==> src/rtl/nibble_serial_adder_ctrl_if.sv <==
// Operand/result handshake bundle for the nibble-serial adder.
interface nibble_serial_adder_ctrl_if #(
    parameter int unsigned WIDTH = 16
);
    logic             in_valid;
    logic             in_ready;
    logic [WIDTH-1:0] a;
    logic [WIDTH-1:0] b;
    logic             cin;
    logic             sub;
    logic             out_valid;
    logic             out_ready;
    logic [WIDTH-1:0] sum;
    logic             cout;
    logic             ovf;

    modport master (
        output in_valid, a, b, cin, sub, out_ready,
        input  in_ready, out_valid, sum, cout, ovf
    );

    modport slave (
        input  in_valid, a, b, cin, sub, out_ready,
        output in_ready, out_valid, sum, cout, ovf
    );
endinterface

==> src/rtl/nibble_serial_adder_ctrl.sv <==
// Add/subtract sequencer: one shared 4-bit ripple slice, one nibble per clock,
// LSB nibble first, with valid/ready handshakes on operand and result sides.
module nibble_serial_adder_ctrl #(
    parameter int unsigned WIDTH = 16
) (
    input  logic                        clk,
    input  logic                        rst_n,
    nibble_serial_adder_ctrl_if.slave   bus,
    output logic                        busy
);

    localparam int unsigned NIB = WIDTH / 4;
    localparam int unsigned KW  = (NIB > 1) ? $clog2(NIB) : 1;
    localparam int unsigned SHW = KW + 2;
    localparam logic [WIDTH-1:0] NIB_MASK = WIDTH'(4'hF);

    typedef enum logic [1:0] {
        IDLE = 2'd0,
        RUN  = 2'd1,
        DONE = 2'd2
    } state_t;

    state_t           state, state_nxt;
    logic [WIDTH-1:0] a_r, a_nxt;
    logic [WIDTH-1:0] b_r, b_nxt;
    logic [WIDTH-1:0] sum_r, sum_nxt;
    logic             carry, carry_nxt;
    logic             cout_r, cout_nxt;
    logic             ovf_r, ovf_nxt;
    logic [KW-1:0]    k, k_nxt;
    logic             out_valid_r, out_valid_nxt;
    logic             busy_r, busy_nxt;
    logic             in_ready_r, in_ready_nxt;

    logic [SHW-1:0]   sh;
    logic [3:0]       a_nib;
    logic [3:0]       b_nib;
    logic [3:0]       s;
    logic [4:0]       c;
    logic             last;

    // Shared 4-bit slice: selected nibble of each operand plus the carry flop.
    always_comb begin
        sh    = {k, 2'b00};
        a_nib = 4'(a_r >> sh);
        b_nib = 4'(b_r >> sh);
        c[0]  = carry;
        for (int i = 0; i < 4; i++) begin
            s[i]   = a_nib[i] ^ b_nib[i] ^ c[i];
            c[i+1] = (a_nib[i] & b_nib[i]) | (c[i] & (a_nib[i] ^ b_nib[i]));
        end
        last = (k == KW'(NIB - 1));
    end

    // Next-state and datapath update; subtraction is a + ~b + ~cin.
    always_comb begin
        state_nxt = state;
        a_nxt     = a_r;
        b_nxt     = b_r;
        sum_nxt   = sum_r;
        carry_nxt = carry;
        cout_nxt  = cout_r;
        ovf_nxt   = ovf_r;
        k_nxt     = k;
        case (state)
            IDLE: begin
                if (bus.in_valid) begin
                    a_nxt     = bus.a;
                    b_nxt     = bus.sub ? ~bus.b : bus.b;
                    carry_nxt = bus.cin ^ bus.sub;
                    k_nxt     = '0;
                    state_nxt = RUN;
                end
            end
            RUN: begin
                sum_nxt   = (sum_r & ~(NIB_MASK << sh)) | (WIDTH'(s) << sh);
                carry_nxt = c[4];
                k_nxt     = k + KW'(1);
                if (last) begin
                    cout_nxt  = c[4];
                    ovf_nxt   = c[3] ^ c[4];
                    state_nxt = DONE;
                end
            end
            DONE: begin
                if (bus.out_ready) begin
                    state_nxt = IDLE;
                end
            end
            default: state_nxt = IDLE;
        endcase
        out_valid_nxt = (state_nxt == DONE);
        busy_nxt      = (state_nxt == RUN);
        in_ready_nxt  = (state_nxt == IDLE);
    end

    always_ff @(posedge clk or negedge rst_n) begin
        if (!rst_n) begin
            state       <= IDLE;
            a_r         <= '0;
            b_r         <= '0;
            sum_r       <= '0;
            carry       <= 1'b0;
            cout_r      <= 1'b0;
            ovf_r       <= 1'b0;
            k           <= '0;
            out_valid_r <= 1'b0;
            busy_r      <= 1'b0;
            in_ready_r  <= 1'b1;
        end else begin
            state       <= state_nxt;
            a_r         <= a_nxt;
            b_r         <= b_nxt;
            sum_r       <= sum_nxt;
            carry       <= carry_nxt;
            cout_r      <= cout_nxt;
            ovf_r       <= ovf_nxt;
            k           <= k_nxt;
            out_valid_r <= out_valid_nxt;
            busy_r      <= busy_nxt;
            in_ready_r  <= in_ready_nxt;
        end
    end

    assign bus.in_ready  = in_ready_r;
    assign bus.out_valid = out_valid_r;
    assign bus.sum       = sum_r;
    assign bus.cout      = cout_r;
    assign bus.ovf       = ovf_r;
    assign busy          = busy_r;

endmodule

==> src/flat_wrapper.sv <==
// flat-port wrapper written by rule: the top's interface ports become plain ports
module nibble_serial_adder_ctrl_flat 
#(
    parameter int unsigned WIDTH = 16
)
  (clk, rst_n, busy, bus_in_valid, bus_a, bus_b, bus_cin, bus_sub, bus_out_ready, bus_in_ready, bus_out_valid, bus_sum, bus_cout, bus_ovf);
  nibble_serial_adder_ctrl_if #(.WIDTH(WIDTH)) bus_i ();
  input  logic clk;
  input  logic rst_n;
  output logic busy;
  input wire logic [$bits(bus_i.in_valid)-1:0] bus_in_valid;
  input wire logic [$bits(bus_i.a)-1:0] bus_a;
  input wire logic [$bits(bus_i.b)-1:0] bus_b;
  input wire logic [$bits(bus_i.cin)-1:0] bus_cin;
  input wire logic [$bits(bus_i.sub)-1:0] bus_sub;
  input wire logic [$bits(bus_i.out_ready)-1:0] bus_out_ready;
  output wire logic [$bits(bus_i.in_ready)-1:0] bus_in_ready;
  output wire logic [$bits(bus_i.out_valid)-1:0] bus_out_valid;
  output wire logic [$bits(bus_i.sum)-1:0] bus_sum;
  output wire logic [$bits(bus_i.cout)-1:0] bus_cout;
  output wire logic [$bits(bus_i.ovf)-1:0] bus_ovf;
  assign bus_i.in_valid = bus_in_valid;
  assign bus_i.a = bus_a;
  assign bus_i.b = bus_b;
  assign bus_i.cin = bus_cin;
  assign bus_i.sub = bus_sub;
  assign bus_i.out_ready = bus_out_ready;
  assign bus_in_ready = bus_i.in_ready;
  assign bus_out_valid = bus_i.out_valid;
  assign bus_sum = bus_i.sum;
  assign bus_cout = bus_i.cout;
  assign bus_ovf = bus_i.ovf;
  nibble_serial_adder_ctrl #(.WIDTH(WIDTH)) u_core (.clk(clk), .rst_n(rst_n), .bus(bus_i), .busy(busy));
endmodule
==> config.mk <==
export PLATFORM = sky130hd
export DESIGN_NAME = nibble_serial_adder_ctrl_flat
export DESIGN_NICKNAME = d
export VERILOG_FILES = /design/src/rtl/nibble_serial_adder_ctrl_if.sv /design/src/rtl/nibble_serial_adder_ctrl.sv /design/src/flat_wrapper.sv
export SDC_FILE = /design/constraint.sdc
export NUM_CORES = 1
export LEC_CHECK = 0
export ABC_AREA = 1
export CORE_ASPECT_RATIO = 0.6
export CORE_MARGIN = 10
export CORE_UTILIZATION = 45
export CTS_BUF_LIST = sky130_fd_sc_hd__clkbuf_8
export CTS_CLUSTER_DIAMETER = 120
export DETAILED_ROUTE_END_ITERATION = 6
export PLACE_DENSITY_LB_ADDON = 0.08
export SLEW_MARGIN = 20
export SYNTH_ARGS = -nofsm -noshare
export SYNTH_HDL_FRONTEND = slang
export SYNTH_SLANG_ARGS = --single-unit
export TNS_END_PERCENT = 100
==> constraint.sdc <==
create_clock -name clk -period 5.9 [get_ports clk]
set_input_delay 1.18 -clock clk [delete_from_list [all_inputs] [get_ports clk]]
set_output_delay 1.18 -clock clk [all_outputs]
set_load 0.01 [all_outputs]
==> results of run 1 <==
[placed cells by master, fill, tap and decap left out]
cell type	n
clkbuf_8	10
inv_2	3
dfstp_2	1
or2_2	4
clkinv_2	3
o21ai_0	23
dfrtp_1	57
o211ai_1	4
nor2_4	1
nor2_1	13
buf_4	1
clkdlybuf4s50_1	57
nor2_2	1
buf_2	1
inv_1	13
nand3_2	1
nor3_1	1
ha_1	4
fa_1	4
clkinvlp_4	2
xor2_1	16
nand3_1	13
nand2_4	2
nand2_1	166
[worst min-delay path: cells and delay by family (launching register included)]
family,cells,cell delay (ns)
and+or+nand+nor,2,0.09
DFF,1,0.35
[logic make-up (layout without fill, tap and decap cells)]
| kind of cell | after synthesis | after routing | share of synthesized area (%) |
|---|---|---|---|
| AO/OA/AOI/OAI | 27 | 27 | 5.117 |
| XOR/XNOR | 16 | 16 | 4.940 |
| adder cells (fa/ha/maj) | 8 | 8 | 4.588 |
| buffers and inverters | 29 | 90 | 5.514 |
| flip-flops | 58 | 58 | 51.21 |
| AND/OR/NAND/NOR | 202 | 202 | 28.63 |
[power groups by stage]
stage	logic, mW	registers [mW]	clock network (mW)
global placement	0.947	0.732	0
floorplan	0.656	0.713	0
detailed placement	0.976	0.730	0
finish	0.966	0.727	0.315
global route	1.11	0.752	0.343
CTS	0.979	0.726	0.325
[registers in the layout, indices dropped and copies added (netlist names)]
register	count
u_core.a_r	16
u_core.b_r	16
u_core.bus.sum	16
u_core.k	2
u_core.state	2
u_core.bus.cout	1
u_core.bus.in_ready	1
u_core.bus.out_valid	1
u_core.bus.ovf	1
u_core.busy	1
u_core.carry	1
[final timing paths]
check	end	cells past startpoint
worst max-delay path	u_core.bus.sum[15]	13
worst min-delay path	u_core.bus.sum[14]	2
worst max register to register	u_core.bus.sum[15]	13
worst min register to register	u_core.bus.sum[14]	2
max in group asynchronous	u_core.b_r[14]	2
min in group asynchronous	u_core.b_r[4]	2
[cell type report]
class	instances	area (sq um)
inverter	15	56.30
timing repair buffer	59	583.1
tap	84	105.1
clock buffer	10	137.6
clock inverter	6	33.78
sequential	58	1453
multi-input combinational	253	1232
fill	613	2510
[per-layer routing]
layer | up-vias | routed length, microns | global-route usage, %
li1 | 1163 | - | -
met3 | 5 | 535 | 5.548
met1 | 1038 | 3399 | 19.44
met2 | 66 | 2623 | 18.95
met5 | - | 0 | 0
met4 | 0 | 51 | 4.215
==> results by group, run 1 <==
Min path
  • Hold path start: u_core.bus.sum[14]
  • Hold crit path type: reg -> reg

Timing
  • Relative slew slack: 39.22%
  • Setup ws final: 2.726 ns
  • RSZ-0062 raised after global routing: false
  • Worst Tran Pin Value: 0.9089 ns
  • # setup viols final: 0
  • Final hold viol count: 0
  • Layout Skew: 0.005876 ns
  • Fin crit share: 53.80%
  • Tmin final: between 3 and 4 ns
  • Setup TNS: 0 ns
  • Hold WS: roughly 0.47 ns
  • Final Max Tran Viols: 0
  • Fmax: ~0.32 GHz

Yosys
  • Syn_nets: 386
  • Yosys reg bits: 58
  • Mapped Cells: 340
  • Area share of the largest cell type after synthesis: 50.29%
  • EDFF count, synth: 0
  • Asr flop ratio synth: 100.0%
  • Main flop type after synthesis: dfrtp_1
  • Syn. warnings: 0
  • Count leader, synth: nand2_1
  • Mapped Avg Cell Area: 8.343 sq um
  • Top cells by area, synth: dfrtp_1 50%, nand2_1 22%, xor2_1 4.9%
  • Synth top cells by count: 166 x nand2_1, 57 x dfrtp_1, 23 x o21ai_0
  • Cell Area, Synth: about 0.0028 sq mm
  • Seq/Total Area, Yosys: 51.21%
  • Number of library cell types mapped by synthesis: 20
  • Synth area leader: dfrtp_1

Detailed routing
  • Drt wl/cell: 13.63 microns
  • Via density: around 4.7
  • DRC: 0
  • Via count: ~2.3k
  • Final WL: roughly 6.6 mm
  • DRT iter0 DRCs: 172
  • ANT nets after route: 0
  • DRT Pass-1 Iters: 4

Final layout
  • Area delta synth->final: 26.95%
  • Antenna cells: 0
  • Share of cells above drive strength 1: 7.481%
  • Nets: 442
  • Fin util: 58.93%
  • Final Non-Filler Cells: roughly 490
  • Design area: between 0.003 and 0.004 sq mm

Placement
  • GPL Wtd Cong: 0.8468
  • Port Buf Inserts: 58
  • Dpl cells: ~470
  • Detail Placement HPWL: 4.834 mm
  • Setup slack at placement: 2.742 ns
  • Placed inst area: 0.003425 sq mm

Power and ir drop
  • Psw: 0.8520 mW
  • Pwr Density: 557.8 mW/mm^2
  • Seq pwr share: between 30% and 40%
  • Comb power frac: 48.1%
  • Pwr Total: 2.009 mW
  • Internal power: 1.157 mW
  • Sw Ratio: 42.42%
  • Pleak: roughly 1.8 nW
  • Clk pwr share: 15.7%
  • Worst VDD drop: 253.2 uV

Floorplan
  • Initial core utilization: between 40 and 50%
  • Die ar.: 0.009983 sq mm
  • DIE HEIGHT: 81.50 microns
  • I/O pin count: 59
  • Rows: 22
  • Die Width: 122.5 microns
  • Core area: approximately 0.0061 sq mm

GRT
  • Initial antenna violation count: 0
  • Vias in the first global route: approximately 2.2k
  • First-pass GRT wire length: ~11 mm
  • Largest net degree at the start of global routing: 59
  • Total gr overflow: 0
  • Overall Global Routing Usage: 13.82%

Setup path
  • CP delay by family, top: adder cells
  • Critical Path End Type: register
  • Critical Path Max Stage Delay: about 0.6 ns
  • Crit start category: register
  • Most numerous cell on the critical path: fa_1
  • Largest fanout on the critical path: 28
  • CP Launch Point: u_core.k[0]
  • RR Startpoint: u_core.k[0]
  • Critical setup path kind: reg -> reg
  • Slowest-stage cell, CP: dfrtp_1
  • Worst path required time: 6.11 ns
  • WP buf/inv: 4
  • Worst Path Arrival: around 3.4 ns
  • Reg2reg setup slack: 2.73 ns
  • CP Cell Sequence: inv_2 -> nand2_1 -> nand3_1 -> nand2_1 -> fa_1 -> inv_1 -> fa_1 -> inv_1 -> fa_1 -> inv_1 -> fa_1 -> nand2_1 -> o21ai_0

CTS
  • CTS tree: built
  • Clock slew at reported path FFs: 0.07 ns
  • Hold_buf cts: 0
  • CTS buffer count: 9
  • H-tree depth: 3
  • Clock buffer depth: 2
  • Setup bufs post-CTS: 0
  • Clock root cell: clkbuf_8
  • CTS Sinks: 58
  • Post_cts resized: 0
  • Worst skew pair latency: 0.34 ns

Run status
  • Status: completed

Run
  • Max-Cap Viols: 0
(Power assumes the default switching activity.)
==> run 2, diff against run 1 <==
==> constraint.sdc (replaced) <==
create_clock -name clk -period 2.8 [get_ports clk]
set_input_delay 0.56 -clock clk [delete_from_list [all_inputs] [get_ports clk]]
set_output_delay 0.56 -clock clk [all_outputs]
set_load 0.01 [all_outputs]
==> run 2 against run 1 <==
Effect of this change: fmax grew 22%; via count is 3.5% higher; final area increased by 2.8%; clock power is 97% higher; sequential share of layout area down 1.0 points; utilization grew 1.6 points; setup slack lost 2.5 ns; sequential power grew 110%; cell count up 2.3%; non-clock buffer count grew 12; critical endpoint is now u_core.bus.sum[7].
==> results by group, run 2 (same netlist as run 1, synthesis figures left out) <==
Power and ir drop
  • Comb power frac: 51.1% (was 48.1%)
  • Pwr Density: 1178 mW/mm^2 (was 557.8 mW/mm^2)
  • Sw Ratio: 42.05% (was 42.42%)
  • Clk pwr share: 14.2% (was 15.7%)
  • Seq pwr share: 34.7% (was 36.2%)
  • Psw: 1.834 mW (was 0.8520 mW)
  • Internal power: 2.527 mW (was 1.157 mW)
  • Worst VDD drop: 647.8 uV (was 253.2 uV)
  • Pleak: 1.865 nW (was 1.801 nW)

CTS
  • CTS Sinks: 58 (unchanged)
  • CTS tree: built (unchanged)
  • Worst skew pair latency: 0.33 ns (was 0.34 ns)
  • Hold_buf cts: 0 (unchanged)
  • Clock buffer depth: 2 (unchanged)
  • Clock root cell: clkbuf_8 (unchanged)
  • CTS buffer count: 9 (unchanged)
  • H-tree depth: 3 (unchanged)
  • Clock slew at reported path FFs: 0.06 ns (was 0.07 ns)

Setup path
  • CP Cell Sequence: buf_12 -> buf_4 -> nor2_1 -> nor2_1 -> o21ai_0 -> nand2_1 -> fa_1 -> inv_1 -> fa_2 -> inv_2 -> fa_1 -> nand2_1 -> o21ai_0 (was inv_2 -> nand2_1 -> nand3_1 -> nand2_1 -> fa_1 -> inv_1 -> fa_1 -> inv_1 -> fa_1 -> inv_1 -> fa_1 -> nand2_1 -> o21ai_0)
  • Critical Path End Type: register (unchanged)
  • Largest fanout on the critical path: 11 (was 28)
  • Slowest-stage cell, CP: fa_1 (was dfrtp_1)
  • Crit start category: register (unchanged)
  • Critical setup path kind: reg -> reg (unchanged)
  • Worst Path Arrival: 2.85 ns (was 3.39 ns)
  • Critical Path Max Stage Delay: 0.50 ns (was 0.61 ns)
  • Worst path required time: 3.04 ns (was 6.11 ns)

Timing
  • Fmax: 0.3832 GHz (was 0.3150 GHz)
  • Layout Skew: 0.003339 ns (was 0.005876 ns)
  • Fin crit share: 93.20% (was 53.80%)
  • Tmin final: 2.610 ns (was 3.174 ns)
  • RSZ-0062 raised after global routing: false (unchanged)
  • Final Max Tran Viols: 0 (unchanged)
  • Setup TNS: 0 ns (unchanged)
  • Final hold viol count: 0 (unchanged)
  • # setup viols final: 0 (unchanged)
  • Worst Tran Pin Value: 0.6056 ns (was 0.9089 ns)
  • Relative slew slack: 59.62% (was 39.22%)

Final layout
  • Fin util: 60.57% (was 58.93%)
  • Leading cell types in the layout, fill and taps excluded: 166 x nand2_1, 57 x clkdlybuf4s50_1, 55 x dfrtp_1 (was 166 x nand2_1, 57 x clkdlybuf4s50_1, 57 x dfrtp_1)
  • Commonest non-fill, non-tap cell in the layout: nand2_1 (unchanged)
  • Share of cells above drive strength 1: 10.44% (was 7.481%)
  • Antenna cells: 0 (unchanged)
  • Area delta synth->final: 30.48% (was 26.95%)
  • Nets: 454 (was 442)

GRT
  • Total gr overflow: 0 (unchanged)
  • Overall Global Routing Usage: 14.40% (was 13.82%)
  • Initial antenna violation count: 0 (unchanged)
  • Largest net degree at the start of global routing: 34 (was 59)
  • First-pass GRT wire length: 11.23 mm (was 10.92 mm)
  • Vias in the first global route: 2268 (was 2244)

Detailed routing
  • ANT nets after route: 0 (unchanged)
  • Via count: 2352 (was 2272)
  • DRC: 0 (unchanged)
  • Final WL: 6.851 mm (was 6.609 mm)
  • Via density: 4.742 (was 4.685)
  • Drt wl/cell: 13.81 microns (was 13.63 microns)
  • DRT iter0 DRCs: 124 (was 172)
  • DRT Pass-1 Iters: 4 (unchanged)

Floorplan
  • Rows: 22 (unchanged)
  • Core area: 0.006111 sq mm (unchanged)
  • I/O pin count: 59 (unchanged)
  • Initial core utilization: 46.42% (unchanged)
  • Die ar.: 0.009983 sq mm (unchanged)
  • DIE HEIGHT: 81.50 microns (unchanged)
  • Die Width: 122.5 microns (unchanged)

Run
  • Max-Cap Viols: 0 (unchanged)

Placement
  • GPL Wtd Cong: 0.8438 (was 0.8468)
  • Detail Placement HPWL: 5.218 mm (was 4.834 mm)
  • Port Buf Inserts: 58 (unchanged)

Run status
  • Status: completed (unchanged)

Min path
  • Hold crit path type: in -> async (was reg -> reg)
==> run 2: cell count changes in the layout (fill, tap and decap cells not counted), moves of 2 or more <==
cell        change
dfrtp_2         +2
dfrtp_1         -2
buf_12          +2
buf_4          +10
clkinvlp_4      -2
==> run 2: what timing repair did <==
item                       4_1_cts  5_1_grt
setup endpoints to repair        0        4
resized for setup                0        6
setup buffers                    0        3
==> run 2: through the flow <==
stage               std cells  hold slack [ns]  area (sq um)  power (mW)  worst slack, ns
floorplan                 340           0.2644          2836       2.885         0.009348
global placement          478           0.4574          3517       3.637           0.1851
detailed placement        478           0.4647          3517       3.693           0.1160
CTS                       493           0.2437          3669       4.327           0.1003
global route              496           0.2717          3701       4.802          0.02185
finish                    496           0.2347          3701       4.360           0.1905
==> run 2: per-layer routing <==
layer | vias to the layer above | track usage, % | share of wire, %
met5 | - | 0 | 0
li1 | 1186 | - | -
met4 | 0 | 4.567 | 1.2
met3 | 9 | 5.685 | 8.0
met1 | 1090 | 20.55 | 51
met2 | 67 | 19.38 | 39
==> run 2: power by group through the flow <==
stage | registers [mW] | clock network, mW | logic (mW)
floorplan | 1.50 | 0 | 1.38
global placement | 1.51 | 0 | 2.13
CTS | 1.50 | 0.634 | 2.19
finish | 1.51 | 0.619 | 2.23
detailed placement | 1.51 | 0 | 2.18
global route | 1.56 | 0.681 | 2.56
==> run 2: area by class of cell <==
type                            instances  area [sq um]
Inverter                               15         61.31
Clock inverter                          6         27.53
Timing Repair Buffer                   71         698.2
Multi-Input combinational cell        253          1230
Sequential cell                        58          1455
Tap cell                               84         105.1
Clock buffer                            9         123.9
Fill cell                             585          2410
==> run 2: path summary, 6_finish.rpt <==
check / start / endpoint / slack [ns] / cells after the start
max in group asynchronous: rst_n / u_core.bus.in_ready / 1.92 / 2
worst min-delay path: rst_n / u_core.b_r[13] / 0.23 / 1
worst min register to register: u_core.bus.sum[14] / u_core.bus.sum[14] / 0.48 / 2
worst max register to register: u_core.k[0] / u_core.bus.sum[7] / 0.19 / 13
min in group clk: u_core.bus.sum[14] / u_core.bus.sum[14] / 0.48 / 2
worst max-delay path: u_core.k[0] / u_core.bus.sum[7] / 0.19 / 13
==> run 2: critical path, delay by kind of cell (launching register included) <==
kind                       cells  cell delay (ns)
buffers and inverters          4             0.41
and+or+nand+nor                4             0.30
DFF                            1             0.45
adders and majority gates      3             1.10
AOI/OAI and AO/OA              2             0.25
